===== src/rtl/shared_delay_timer_arbiter_pkg.sv =====
// Shared types and helpers for the shared delay timer arbiter.
package shared_timer_pkg;

  // Timer ownership FSM states.
  typedef enum logic [1:0] {
    S_IDLE,
    S_COUNT,
    S_DONE
  } t_timer_state;

  // Upper bound on requester count that the round-robin helper can search.
  localparam int RR_MAX_REQ = 32;

  // Returns the first set bit of req, starting at ptr and wrapping modulo
  // num_req. Requires ptr < num_req. Iterating from the far end means the
  // last hit written is the nearest one to ptr, so no early exit is needed.
  // The result is only meaningful when at least one bit of req is set.
  function automatic int rr_first_set(
    input logic [RR_MAX_REQ-1:0] req,
    input int                    num_req,
    input int                    ptr
  );
    int pick;
    int k;
    pick = 0;
    for (int i = RR_MAX_REQ - 1; i >= 0; i--) begin
      if (i < num_req) begin
        k = ptr + i;
        if (k >= num_req) begin
          k = k - num_req;
        end
        if (req[k[4:0]]) begin
          pick = k;
        end
      end
    end
    return pick;
  endfunction

endpackage


===== src/rtl/shared_delay_timer_arbiter_if.sv =====
// Request/grant bundle between requesters and the shared delay timer.
interface shared_delay_timer_arbiter_if #(
  parameter int par_num_req   = 4,
  parameter int par_cnt_width = 16
);

  localparam int IDX_W = $clog2(par_num_req);

  logic [par_num_req-1:0]               i_req;
  logic [par_num_req*par_cnt_width-1:0] i_dly_ticks;
  logic [par_num_req-1:0]               o_gnt;
  logic [IDX_W-1:0]                     o_gnt_idx;
  logic [par_num_req-1:0]               o_done;
  logic                                 o_busy;

  // Requester side: raises requests and supplies delays.
  modport master (
    output i_req,
    output i_dly_ticks,
    input  o_gnt,
    input  o_gnt_idx,
    input  o_done,
    input  o_busy
  );

  // Timer side: arbitrates and reports grant/completion.
  modport slave (
    input  i_req,
    input  i_dly_ticks,
    output o_gnt,
    output o_gnt_idx,
    output o_done,
    output o_busy
  );

endinterface


===== src/rtl/shared_delay_timer_arbiter_tick_prescaler.sv =====
// Free-running divide-by-N clock enable; counts only while i_run is high.
module tick_prescaler #(
  parameter int par_tick_divisor = 100
) (
  input  logic i_clk_mhz,
  input  logic i_rst_mhz_n,
  input  logic i_clear,
  input  logic i_run,
  output logic o_tick
);

  localparam int             PW   = $clog2(par_tick_divisor);
  localparam logic [PW-1:0]  LAST = PW'(par_tick_divisor - 1);

  logic [PW-1:0] cnt_reg;
  logic [PW-1:0] cnt_next;

  // Next count: synchronous clear wins, otherwise wrap at the last phase.
  always_comb begin
    cnt_next = cnt_reg;
    if (i_clear) begin
      cnt_next = '0;
    end else if (i_run) begin
      cnt_next = (cnt_reg == LAST) ? '0 : cnt_reg + 1'b1;
    end
  end

  // Prescaler phase register.
  always_ff @(posedge i_clk_mhz or negedge i_rst_mhz_n) begin
    if (!i_rst_mhz_n) begin
      cnt_reg <= '0;
    end else begin
      cnt_reg <= cnt_next;
    end
  end

  assign o_tick = i_run && (cnt_reg == LAST);

endmodule


===== src/rtl/shared_delay_timer_arbiter.sv =====
// One prescaled countdown timer shared round-robin between requesters.
// The grantee's delay is latched at grant; completion is a one-cycle pulse.
module shared_delay_timer_arbiter
  import shared_timer_pkg::*;
#(
  parameter int par_num_req      = 4,
  parameter int par_cnt_width    = 16,
  parameter int par_tick_divisor = 100
) (
  input  logic                         i_clk_mhz,
  input  logic                         i_rst_mhz_n,
  shared_delay_timer_arbiter_if.slave  bus
);

  localparam int IDX_W = $clog2(par_num_req);
  localparam int W     = par_cnt_width;

  t_timer_state     state_reg;
  t_timer_state     state_next;
  logic [IDX_W-1:0] ptr_reg;
  logic [IDX_W-1:0] ptr_next;
  logic [IDX_W-1:0] idx_reg;
  logic [IDX_W-1:0] idx_next;
  logic [W-1:0]     cnt_reg;
  logic [W-1:0]     cnt_next;

  logic [W-1:0]           dly_arr [par_num_req];
  logic [RR_MAX_REQ-1:0]  req_ext;
  logic [IDX_W-1:0]       win_idx;
  logic [IDX_W-1:0]       idx_inc;
  logic                   any_req;
  logic                   grant_now;
  logic                   tick;
  logic [par_num_req-1:0] gnt_vec;
  logic [par_num_req-1:0] done_vec;

  // Unpack the flattened delay bus and build the one-hot outputs per lane.
  generate
    for (genvar gi = 0; gi < par_num_req; gi++) begin : g_lane
      assign dly_arr[gi]  = bus.i_dly_ticks[gi*W +: W];
      assign gnt_vec[gi]  = (state_reg != S_IDLE) && (idx_reg == IDX_W'(gi));
      assign done_vec[gi] = (state_reg == S_DONE) && (idx_reg == IDX_W'(gi));
    end
  endgenerate

  assign req_ext   = RR_MAX_REQ'(bus.i_req);
  assign any_req   = |bus.i_req;
  assign win_idx   = IDX_W'(rr_first_set(req_ext, par_num_req, int'(ptr_reg)));
  assign idx_inc   = (idx_reg == IDX_W'(par_num_req - 1)) ? '0 : idx_reg + 1'b1;
  assign grant_now = (state_reg == S_IDLE) && any_req;

  tick_prescaler #(
    .par_tick_divisor (par_tick_divisor)
  ) u_prescaler (
    .i_clk_mhz   (i_clk_mhz),
    .i_rst_mhz_n (i_rst_mhz_n),
    .i_clear     (grant_now),
    .i_run       (state_reg == S_COUNT),
    .o_tick      (tick)
  );

  // Next-state logic: arbitration, countdown, cancel and release.
  always_comb begin
    state_next = state_reg;
    ptr_next   = ptr_reg;
    idx_next   = idx_reg;
    cnt_next   = cnt_reg;
    unique case (state_reg)
      S_IDLE: begin
        if (any_req) begin
          idx_next   = win_idx;
          cnt_next   = dly_arr[win_idx];
          state_next = S_COUNT;
        end
      end
      S_COUNT: begin
        // A dropped request beats a final tick landing in the same cycle.
        if (!bus.i_req[idx_reg]) begin
          state_next = S_IDLE;
          ptr_next   = idx_inc;
        end else if (cnt_reg == '0) begin
          state_next = S_DONE;
        end else if (tick) begin
          cnt_next = cnt_reg - 1'b1;
          if (cnt_reg == W'(1)) begin
            state_next = S_DONE;
          end
        end
      end
      S_DONE: begin
        state_next = S_IDLE;
        ptr_next   = idx_inc;
      end
      default: begin
        state_next = S_IDLE;
      end
    endcase
  end

  // State, round-robin pointer, grantee index and delay counter registers.
  always_ff @(posedge i_clk_mhz or negedge i_rst_mhz_n) begin
    if (!i_rst_mhz_n) begin
      state_reg <= S_IDLE;
      ptr_reg   <= '0;
      idx_reg   <= '0;
      cnt_reg   <= '0;
    end else begin
      state_reg <= state_next;
      ptr_reg   <= ptr_next;
      idx_reg   <= idx_next;
      cnt_reg   <= cnt_next;
    end
  end

  assign bus.o_gnt     = gnt_vec;
  assign bus.o_done    = done_vec;
  assign bus.o_busy    = (state_reg != S_IDLE);
  assign bus.o_gnt_idx = idx_reg;

endmodule


===== src/flat_wrapper.sv =====
// flat-port wrapper written by rule: the top's interface ports become plain ports
module shared_delay_timer_arbiter_flat import shared_timer_pkg::*;
#(
  parameter int par_num_req      = 4,
  parameter int par_cnt_width    = 16,
  parameter int par_tick_divisor = 100
)
  (i_clk_mhz, i_rst_mhz_n, bus_i_req, bus_i_dly_ticks, bus_o_gnt, bus_o_gnt_idx, bus_o_done, bus_o_busy);
  shared_delay_timer_arbiter_if #(.par_num_req(par_num_req), .par_cnt_width(par_cnt_width)) bus_i ();
  input  logic i_clk_mhz;
  input  logic i_rst_mhz_n;
  input wire logic [$bits(bus_i.i_req)-1:0] bus_i_req;
  input wire logic [$bits(bus_i.i_dly_ticks)-1:0] bus_i_dly_ticks;
  output wire logic [$bits(bus_i.o_gnt)-1:0] bus_o_gnt;
  output wire logic [$bits(bus_i.o_gnt_idx)-1:0] bus_o_gnt_idx;
  output wire logic [$bits(bus_i.o_done)-1:0] bus_o_done;
  output wire logic [$bits(bus_i.o_busy)-1:0] bus_o_busy;
  assign bus_i.i_req = bus_i_req;
  assign bus_i.i_dly_ticks = bus_i_dly_ticks;
  assign bus_o_gnt = bus_i.o_gnt;
  assign bus_o_gnt_idx = bus_i.o_gnt_idx;
  assign bus_o_done = bus_i.o_done;
  assign bus_o_busy = bus_i.o_busy;
  shared_delay_timer_arbiter #(.par_num_req(par_num_req), .par_cnt_width(par_cnt_width), .par_tick_divisor(par_tick_divisor)) u_core (.i_clk_mhz(i_clk_mhz), .i_rst_mhz_n(i_rst_mhz_n), .bus(bus_i));
endmodule

===== config.mk =====
export PLATFORM = sky130hd
export DESIGN_NAME = shared_delay_timer_arbiter_flat
export DESIGN_NICKNAME = d
export VERILOG_FILES = /design/src/rtl/shared_delay_timer_arbiter_pkg.sv /design/src/rtl/shared_delay_timer_arbiter_if.sv /design/src/rtl/shared_delay_timer_arbiter_tick_prescaler.sv /design/src/rtl/shared_delay_timer_arbiter.sv /design/src/flat_wrapper.sv
export SDC_FILE = /design/constraint.sdc
export NUM_CORES = 1
export LEC_CHECK = 0
export ABC_CLOCK_PERIOD_IN_PS = 2800
export CAP_MARGIN = 20
export CORE_ASPECT_RATIO = 0.9
export CORE_UTILIZATION = 35
export DETAILED_ROUTE_END_ITERATION = 10
export PLACE_DENSITY_LB_ADDON = 0.3
export SYNTH_ARGS = -nofsm -noshare
export SYNTH_HDL_FRONTEND = slang
export SYNTH_SLANG_ARGS = --single-unit
export TNS_END_PERCENT = 50

===== constraint.sdc =====
create_clock -name i_clk_mhz -period 2.8 [get_ports i_clk_mhz]
set_clock_uncertainty 0.1 [all_clocks]
set_input_delay 0.56 -clock i_clk_mhz [delete_from_list [all_inputs] [get_ports i_clk_mhz]]
set_output_delay 0.56 -clock i_clk_mhz [all_outputs]
set_load 0.005 [all_outputs]

==> metrics.txt <==
Die Footprint about 0.0076 mm2; Crit Path Category input pin to flop; worst setup margin 0.0758 ns; Post-Syn Instances around 290; worst hold path type flop to flop; 1st-pass router iterations 4; CP Capture Type flop; VDD IR max ~0.53 mV; asr flop ratio synth 100%; #FFs+latches synth 29; M1 WL 3.03 mm; grt ovf 0; Starting Density 36.2%; unrepaired setup endpoints after global routing no; TritonCTS Buffers 5; PwrDens 1040 mW/mm2; reg-to-reg startpoint u_core.ptr_reg[1]; sequential share of power 20.2%; Slowest-stage cell, CP mux4_2; share of cells above drive strength 1 a little under a fifth; WL met3 317 um; first-pass GRT wire length 12.1 mm; number of flip-flops under the largest register name 16; Cell Area, Synth 0.00255 mm2; number of global-route vias before repair 2601; clock power share under 10%; max_cap viols 0; Critical Path Start bus_i_req[2]; Slew Viols, Final 0; Synth Flop Type dfrtp_1; via count 2676; RePlAce Congestion 0.870; final hold violation count 0; HP Start u_core.u_prescaler.cnt_reg[1]; Final setup viols 0; Detailed Route WL just over 7 mm; sw power around 1700 uW; Max Clk Rate 367 MHz; commonest non-fill, non-tap cell in the layout clkdlybuf4s50_1; Inserted Diodes 0; Clock Latency Late Sink 0.29 ns; initial antenna violation count 0; Final Cycle Share 97.3%; type of origin of the critical path input pin; most frequent cells in the layout clkdlybuf4s50_1, mux2i_1, buf_4; max_slew headroom between 50% and 60%; row count 29; core box area 0.00704 mm2; WP data arrival 2.85 ns; Overall Global Routing Usage 19.4%; setup TNS 0 ns; CTS clk-pin slew, worst paths 0.07 ns; run status finished, final reports clean; I/O Buffers 80; Place WS -0.247 ns; H-tree depth reported by CTS 2; pin count of the biggest net entering global routing 30; CTS tree built; CTS root buffer clkbuf_8; sequential share of the synthesized area roughly 28%; Die W between 90 and 100 um; top layer reached by signal wires met4; Pint 2340 uW; final core utilization 54.9%; synth unique cells 56; DRC 0; Sink Count 29; hold_buf cts 0; dpl cells between 400 and 500; height of the die 83.0 um; CP max stage delay 0.50 ns; Synth Net Count 371; Lkg Pwr approximately 0.0016 uW; routed wl met2 3.60 mm; Worst EP required slightly below 3 ns; combinational share of power between 70% and 80%; Antenna Violating Nets Remaining 0; yosys warns 0; drt wl/cell 14.3 um; vias per inst 5.38; Net Sw Frac 42.0%; Layout Cells excl Fill approximately 500; P&R area growth vs syn 51.7%; DRT iter0 DRCs 94; worst path bufs/invs 4; slew at the pin closest to its max-slew limit 0.687 ns; Filler cells 668; Max clock buf depth 2; HPWL Detailed approximately 5.5 mm; crit-path cells clkdlybuf4s50_1 > mux4_2 > nand2_2 > o311ai_1 > o211a_2 > buf_12 > buf_6 > buf_4 > mux2i_1 > mux2_2 > a21oi_2; number of synthesized flops with an enable pin 0; critical path's top delay family buffers and inverters; mean post-synth cell area 8.85 um2; min Tclk post-route 2.72 ns; Max FO, Critical Path 9; io pins 81; final net count 486
## per-stage QoR
| step | instance area (um2) | total power (uW) | hold WS [ns] |
|---|---|---|---|
| final | 3870 | 4030 | 0.427 |
| after global routing | 3870 | 4360 | 0.471 |
| after CTS | 3800 | 3890 | 0.428 |
| after detailed placement | 3710 | 3530 | 0.412 |
| after global placement | 3710 | 3480 | 0.404 |
| after floorplan | 2550 | 2560 | 0.164 |
## synth_stat cells, types with 2 or more instances
| cell type | n | share of area, % |
|---|---|---|
| mux2i_1 | 39 | 15 |
| nor2b_1 | 6 | 1.5 |
| o211ai_1 | 2 | 0.59 |
| mux2_2 | 4 | 1.8 |
| nand3_1 | 10 | 2.0 |
| nand4_1 | 2 | 0.49 |
| nor2_1 | 24 | 3.5 |
| buf_2 | 3 | 0.59 |
| o311ai_1 | 2 | 0.69 |
| mux2_4 | 2 | 1.2 |
| a221o_1 | 2 | 0.79 |
| nor3_1 | 9 | 1.8 |
| nand2_1 | 25 | 3.7 |
| o22a_1 | 7 | 2.4 |
| buf_6 | 3 | 1.3 |
| nor4_1 | 2 | 0.49 |
| and3_1 | 2 | 0.49 |
| inv_1 | 10 | 1.5 |
| ha_1 | 13 | 6.4 |
| o221ai_1 | 2 | 0.69 |
| a21oi_1 | 13 | 2.6 |
| clkbuf_1 | 6 | 0.88 |
| dfrtp_1 | 29 | 28 |
| or4_1 | 3 | 0.88 |
| nand2b_1 | 5 | 1.2 |
| o21ai_0 | 29 | 5.7 |
| and2_1 | 4 | 0.98 |
| mux4_2 | 2 | 1.8 |
## layout make-up
class / instances / area [um2] / share of cell area [%]
repair buffers: 122 / 1180 / 30.5
well taps: 93 / 116 / 3.01
multi-input cells: 235 / 1720 / 44.5
inverters: 10 / 37.5 / 0.971
flip-flops and latches: 29 / 726 / 18.8
clock buffers: 5 / 68.8 / 1.78
clock inverters: 3 / 17.5 / 0.453
## power by group through the flow
| stage | Combinational (uW) | Clock [uW] | Sequential (uW) |
|---|---|---|---|
| after floorplan | 1800 | 0 | 765 |
| after global placement | 2680 | 0 | 800 |
| after detailed placement | 2730 | 0 | 804 |
| after CTS | 2740 | 355 | 800 |
| after global routing | 3160 | 368 | 833 |
| final | 2870 | 344 | 813 |
## routing by layer
metal,GRT usage (%),vias up
li1,-,1297
met3,3.11,18
met1,24.4,1273
met4,5.97,0
met2,34.0,88
met5,0,-
## kinds of logic after synthesis
family                     count (synthesis)  share of synthesized area (%)
AOI/OAI and AO/OA                         75                           19.8
xor gates and xnor gates                   2                          0.687
adders and majority gates                 13                           6.38
buffers and inverters                     24                           5.35
DFF                                       29                           28.5
muxes                                     47                           20.0
and+or+nand+nor                           98                           19.2
## path summary, 6_finish.rpt
path                                                 endpoint  slack [ns]  cells past startpoint
worst max-delay path                       u_core.cnt_reg[10]        0.08                     11
worst max register to register             u_core.cnt_reg[10]        0.09                     12
worst min-delay path            u_core.u_prescaler.cnt_reg[1]        0.43                      1
worst min register to register  u_core.u_prescaler.cnt_reg[1]        0.43                      1
min in group asynchronous                   u_core.ptr_reg[0]        0.56                      2
max in group asynchronous                   u_core.cnt_reg[5]        1.76                      2
## timing repair
item	4_1_cts	5_1_grt
setup endpoints to repair	0	12
gates resized for setup	0	14
setup buffers	0	3
Note: power is estimated with default switching activity, not from simulation.
==> RTL change 1: new RTL, same flow settings <==
Make the reset (`i_rst_mhz_n`) synchronous in 2 clocked blocks.
--- a/src/rtl/shared_delay_timer_arbiter_tick_prescaler.sv
+++ b/src/rtl/shared_delay_timer_arbiter_tick_prescaler.sv
@@ -27,5 +27,5 @@
 
   // Prescaler phase register.
-  always_ff @(posedge i_clk_mhz or negedge i_rst_mhz_n) begin
+  always_ff @(posedge i_clk_mhz) begin
     if (!i_rst_mhz_n) begin
       cnt_reg <= '0;
--- a/src/rtl/shared_delay_timer_arbiter.sv
+++ b/src/rtl/shared_delay_timer_arbiter.sv
@@ -99,5 +99,5 @@
 
   // State, round-robin pointer, grantee index and delay counter registers.
-  always_ff @(posedge i_clk_mhz or negedge i_rst_mhz_n) begin
+  always_ff @(posedge i_clk_mhz) begin
     if (!i_rst_mhz_n) begin
       state_reg <= S_IDLE;
Formal check against the unedited RTL: differs if i_rst_mhz_n is asserted again (counterexample within 4 cycles, from zero or initial values and one cycle with i_rst_mhz_n low); with i_rst_mhz_n held inactive, the same outputs for 4 cycles.
==> RTL change 1 against the unedited design <==
Worst setup slack got worse by 21 ps. Area after synthesis grew 8.8%. First-iteration DRC count up 77%. Design area increased by 7.4%. Sequential cell count stayed put. Routed wire length rose by 25%. Fmax decreased by 0.75%.
Power is not compared: it rests on default switching activity, and its combinational part moved more than twofold at a synthesized area within 25%.
==> RTL change 1: results (changes against the unedited design) <==
Synthesis
  – Post-synthesis sequential area ratio: 0.209 (-0.0754)
  – XOR/XNOR share of the synthesized area: 0.0158 (+0.00891)
  – Adder-Cell Fraction of Synth Area: 0.0586 (-0.00518)
  – Synth Area in Compound Gates: 0.291 (+0.0926)
  – Most instantiated cells after synthesis: 33 x nand2_1, 33 x nor2_1, 29 x dfxtp_1
  – Cells after Synth: 356 (+24%)
  – Mux contribution to synthesized area: 0.106 (-0.0947)
  – Synth area leaders: dfxtp_1 21%, mux2i_1 8.3%, ha_1 5.9%
  – Synth cell types: 66 (+18%)
  – Synthesized net count: 439 (+18%)

Hold path
  – Hold path depth: 2 (+1)
  – Hold Path Class: reg2reg
  – Hold endpoint: u_core.u_prescaler.cnt_reg[1]$_SDFFE_PP0P_
  – HP Start: u_core.u_prescaler.cnt_reg[1]$_SDFFE_PP0P_

Setup path
  – CP startpoint: bus_i_req[0]
  – Slowest cell on the critical path: clkdlybuf4s50_1
  – Worst setup path end: u_core.cnt_reg[1]$_SDFFE_PN0P_
  – Arr. time, crit path: 2820 ps (-30 ps)
  – Worst reg-to-reg setup slack: 110 ps (+20 ps)
  – Worst reg2reg path endpoint: u_core.cnt_reg[11]$_SDFFE_PN0P_
  – CP peak stage delay: 440 ps (-60 ps)
  – Reg2reg start: u_core.ptr_reg[1]$_SDFFE_PN0P_
  – Crit-path leading delay family: compound AO/OA/AOI/OAI gates

Place
  – HPWL Detailed: 7090 µm (+30%)
  – Gpl congestion: 0.961 (+10%)
  – Post-DP Area: 4010 µm² (+8.1%)

Cells and area
  – Signal buffers: 128 (+4.9%)
  – Finished Layout Cells: 572 (+15%)
  – Fillers: 697 (+4.3%)
  – Inverter count: 12 (+2)
  – Area of the multi-input gates: 2130 µm² (+24%)
  – Seq/total area: 0.141 (-0.0467)
  – ClkCell Share: 0.0217 (-0.000636)
  – Fraction of layout cells with a size suffix above 1: 0.172 (-0.00842)
  – #MultiIn Comb: 299 (+27%)

Global routing
  – Total track usage: 0.220 (+0.0260)
  – Grt met3 use: 0.0412 (+0.0101)
  – Met1 usage: 0.289 (+0.0447)
  – Number of global-route vias before repair: 3056 (+17%)
  – Largest net degree at the start of global routing: 27 (-10%)
  – Met2 usage: 0.366 (+0.0257)

STA
  – F_max: 364 MHz (-0.75%)
  – Worst Max-Slew Pin Slew: 594 ps (-93.1 ps)
  – Final-layout worst hold slack: 391 ps (-35.3 ps)

Pwr
  – Design Power: 2.02 mW

Detailed routing
  – Routed len/inst: 15.6 µm (+8.5%)
  – Routed vias: 3173 (+19%)
  – Initial drt markers: 166 (+77%)

Run status
  – Status: complete, no violations
RTL change 1: worst register-to-register path, cell delays in order, from the launching register on:
cell       delay, ps
dfxtp_2          350
inv_1             80
ha_4             330
mux2i_1          290
nor3_4           110
o31ai_4          310
buf_4            200
nand2_1          100
buf_4            160
nor2_1            80
a2111oi_1         70
or3_1            380
RTL change 1: timing repair:
item / 4_1_cts / 5_1_grt
setup buffers: 0 / 0
pin swaps: 0 / 2
setup endpoints to repair: 1 / 16
gates resized for setup: 1 / 13
RTL change 1: routing by layer:
layer / part of all wire / vias up
met5: 0 / -
met4: 0.020 / 0
met3: 0.076 / 14
met2: 0.46 / 125
met1: 0.45 / 1470
li1: - / 1564
RTL change 1: power by group:
group	internal, mW	switching [mW]
clock	0.200	0.158
combinational	0.545	0.544
sequential	0.480	0.0884
==> RTL change 2: new RTL, same flow settings <==
Without the edit above. `par_num_req` is set to 4 in 3 places; all go to 8.
--- a/src/rtl/shared_delay_timer_arbiter_if.sv
+++ b/src/rtl/shared_delay_timer_arbiter_if.sv
@@ -1,5 +1,5 @@
 // Request/grant bundle between requesters and the shared delay timer.
 interface shared_delay_timer_arbiter_if #(
-  parameter int par_num_req   = 4,
+  parameter int par_num_req   = 8,
   parameter int par_cnt_width = 16
 );
--- a/src/rtl/shared_delay_timer_arbiter.sv
+++ b/src/rtl/shared_delay_timer_arbiter.sv
@@ -4,5 +4,5 @@
   import shared_timer_pkg::*;
 #(
-  parameter int par_num_req      = 4,
+  parameter int par_num_req      = 8,
   parameter int par_cnt_width    = 16,
   parameter int par_tick_divisor = 100
--- a/src/flat_wrapper.sv
+++ b/src/flat_wrapper.sv
@@ -2,5 +2,5 @@
 module shared_delay_timer_arbiter_flat import shared_timer_pkg::*;
 #(
-  parameter int par_num_req      = 4,
+  parameter int par_num_req      = 8,
   parameter int par_cnt_width    = 16,
   parameter int par_tick_divisor = 100
Interface: changed (5 resized); port bits go from 81 to 158. No check against the original RTL was run, so the function may have changed too.
==> RTL change 2 against the unedited design <==
Non-clock buffer count is 128 higher. Design area up 83%. Routed wire length up 100%. Final cell count up 74%. Combinational power increased to 3.6 times the old value. Sequential cell count increased by 2. Worst setup slack worse by 750 ps. Critical endpoint is now u_core.cnt_reg[9]$_DFFE_PN0P_. Area after synthesis increased by 65%. The flow now finishes with violations (setup timing). Power rose to 2.9 times the old value.
==> RTL change 2: results (changes against the unedited design) <==
Place
  – Pre-CTS setup slack: -1130 ps (-883 ps)
  – HPWL Detailed: 11000 µm (+100%)
  – Gpl congestion: 0.903 (+3.7%)

Detailed routing
  – Overall routed net length: 14600 µm (+100%)
  – WL met2: 7310 µm (+100%)
  – Routed vias: 4675 (+75%)
  – Initial drt markers: 252 (+170%)
  – Pre-antenna DRT Iters: 8 (+4)
  – Met1 Wirelength: 6500 µm (+110%)
  – Met3 WL: 653 µm (+110%)

Cells and area
  – Signal buffers: 250 (+100%)
  – Layout non-clock buf frac: 0.344 (+0.0388)
  – Fraction of layout cells with a size suffix above 1: 0.243 (+0.0619)
  – Area of the multi-input gates: 3390 µm² (+97%)
  – Reg area: 777 µm² (+7.1%)
  – #MultiIn Comb: 392 (+67%)
  – Inverter count: 28 (+18)
  – Fillers: 967 (+45%)
  – ClkCell Share: 0.0239 (+0.00153)

Synthesis
  – Synth cell types: 60 (+7.1%)
  – Adder-Cell Fraction of Synth Area: 0.0448 (-0.0191)
  – Mux contribution to synthesized area: 0.340 (+0.140)
  – Synth area leaders: mux2i_1 22%, dfrtp_1 19%, mux4_2 9.7%
  – Most instantiated cells after synthesis: 92 x mux2i_1, 46 x nor2_1, 31 x dfrtp_1
  – Synthesized net count: 632 (+70%)
  – Post-synthesis sequential area ratio: 0.185 (-0.0997)

Global routing
  – Largest net degree at the start of global routing: 32 (+6.7%)
  – Met1 usage: 0.300 (+0.0560)
  – Number of global-route vias before repair: 4526 (+74%)
  – Grt met3 use: 0.0265 (-0.00462)
  – Total track usage: 0.222 (+0.0279)
  – Met2 usage: 0.388 (+0.0485)

Pwr
  – Switching portion of total power: 0.436 (+0.0161)
  – LEAKAGE: 3.11 nW (+92%)
  – Worst VDD drop: 1.04 mV (+95%)
  – Comb group: 10.2 mW (+260%)
  – Clock network power share: 0.054 (-0.031)

Setup path
  – Crit-path leading delay family: multiplexers
  – Arr. time, crit path: 3560 ps (+710 ps)
  – CP peak stage delay: 530 ps (+30 ps)
  – Crit-path max FO: 14 (+5)

STA
  – Final setup viols: 19 (+19)
  – Final worst setup slack: -670 ps (-746 ps)
  – Worst Max-Slew Pin Slew: 537 ps (-150 ps)

Run status
  – Failing checks: setup timing
  – Status: complete, but fails checks

CTS
  – Clock sinks: 31 (+6.9%)
RTL change 2: cell types whose count changed after synthesis, sizes merged, moves of 7 or more:
cell,unedited run,this run
mux2i,39,92
nor2,24,46
inv,10,27
mux4,2,18
and3,2,16
a21oi,14,26
a221oi,1,12
buf,8,17
or2,0,7
RTL change 2: what timing repair did:
| action | 4_1_cts | 5_1_grt |
|---|---|---|
| setup buffers | 6 | 8 |
| gates cloned | 1 | 3 |
| hold buffers | 0 | 0 |
| resized for setup | 21 | 34 |
| endpoints found under the setup margin | 19 | 19 |
| pin swaps | 15 | 20 |
RTL change 2: path summary, 6_finish.rpt:
kind	end	startpoint	slack [ps]	cells after the start
max	u_core.cnt_reg[9]$_DFFE_PN0P_	u_core.ptr_reg[0]$_DFFE_PN0P_	-670	13
min	u_core.u_prescaler.cnt_reg[6]$_DFFE_PN0P_	u_core.u_prescaler.cnt_reg[6]$_DFFE_PN0P_	390	1
max reg2reg	u_core.cnt_reg[9]$_DFFE_PN0P_	u_core.ptr_reg[0]$_DFFE_PN0P_	-670	13
min reg2reg	u_core.u_prescaler.cnt_reg[6]$_DFFE_PN0P_	u_core.u_prescaler.cnt_reg[6]$_DFFE_PN0P_	390	1
max in group asynchronous	u_core.ptr_reg[0]$_DFFE_PN0P_	i_rst_mhz_n	1690	2
min in group asynchronous	u_core.u_prescaler.cnt_reg[6]$_DFFE_PN0P_	i_rst_mhz_n	580	2
RTL change 2: metrics by stage:
step	setup TNS, ps	instance area, µm²	utilization	hold WS (ps)	instances
after detailed placement	-20090	6480	0.562	381	839
after global placement	-19080	6480	0.562	370	839
final	-10790	7080	0.614	386	865
after global routing	-12910	7080	0.614	418	865
after CTS	-11610	6790	0.589	389	854
after floorplan	-14250	4290	-	164	479
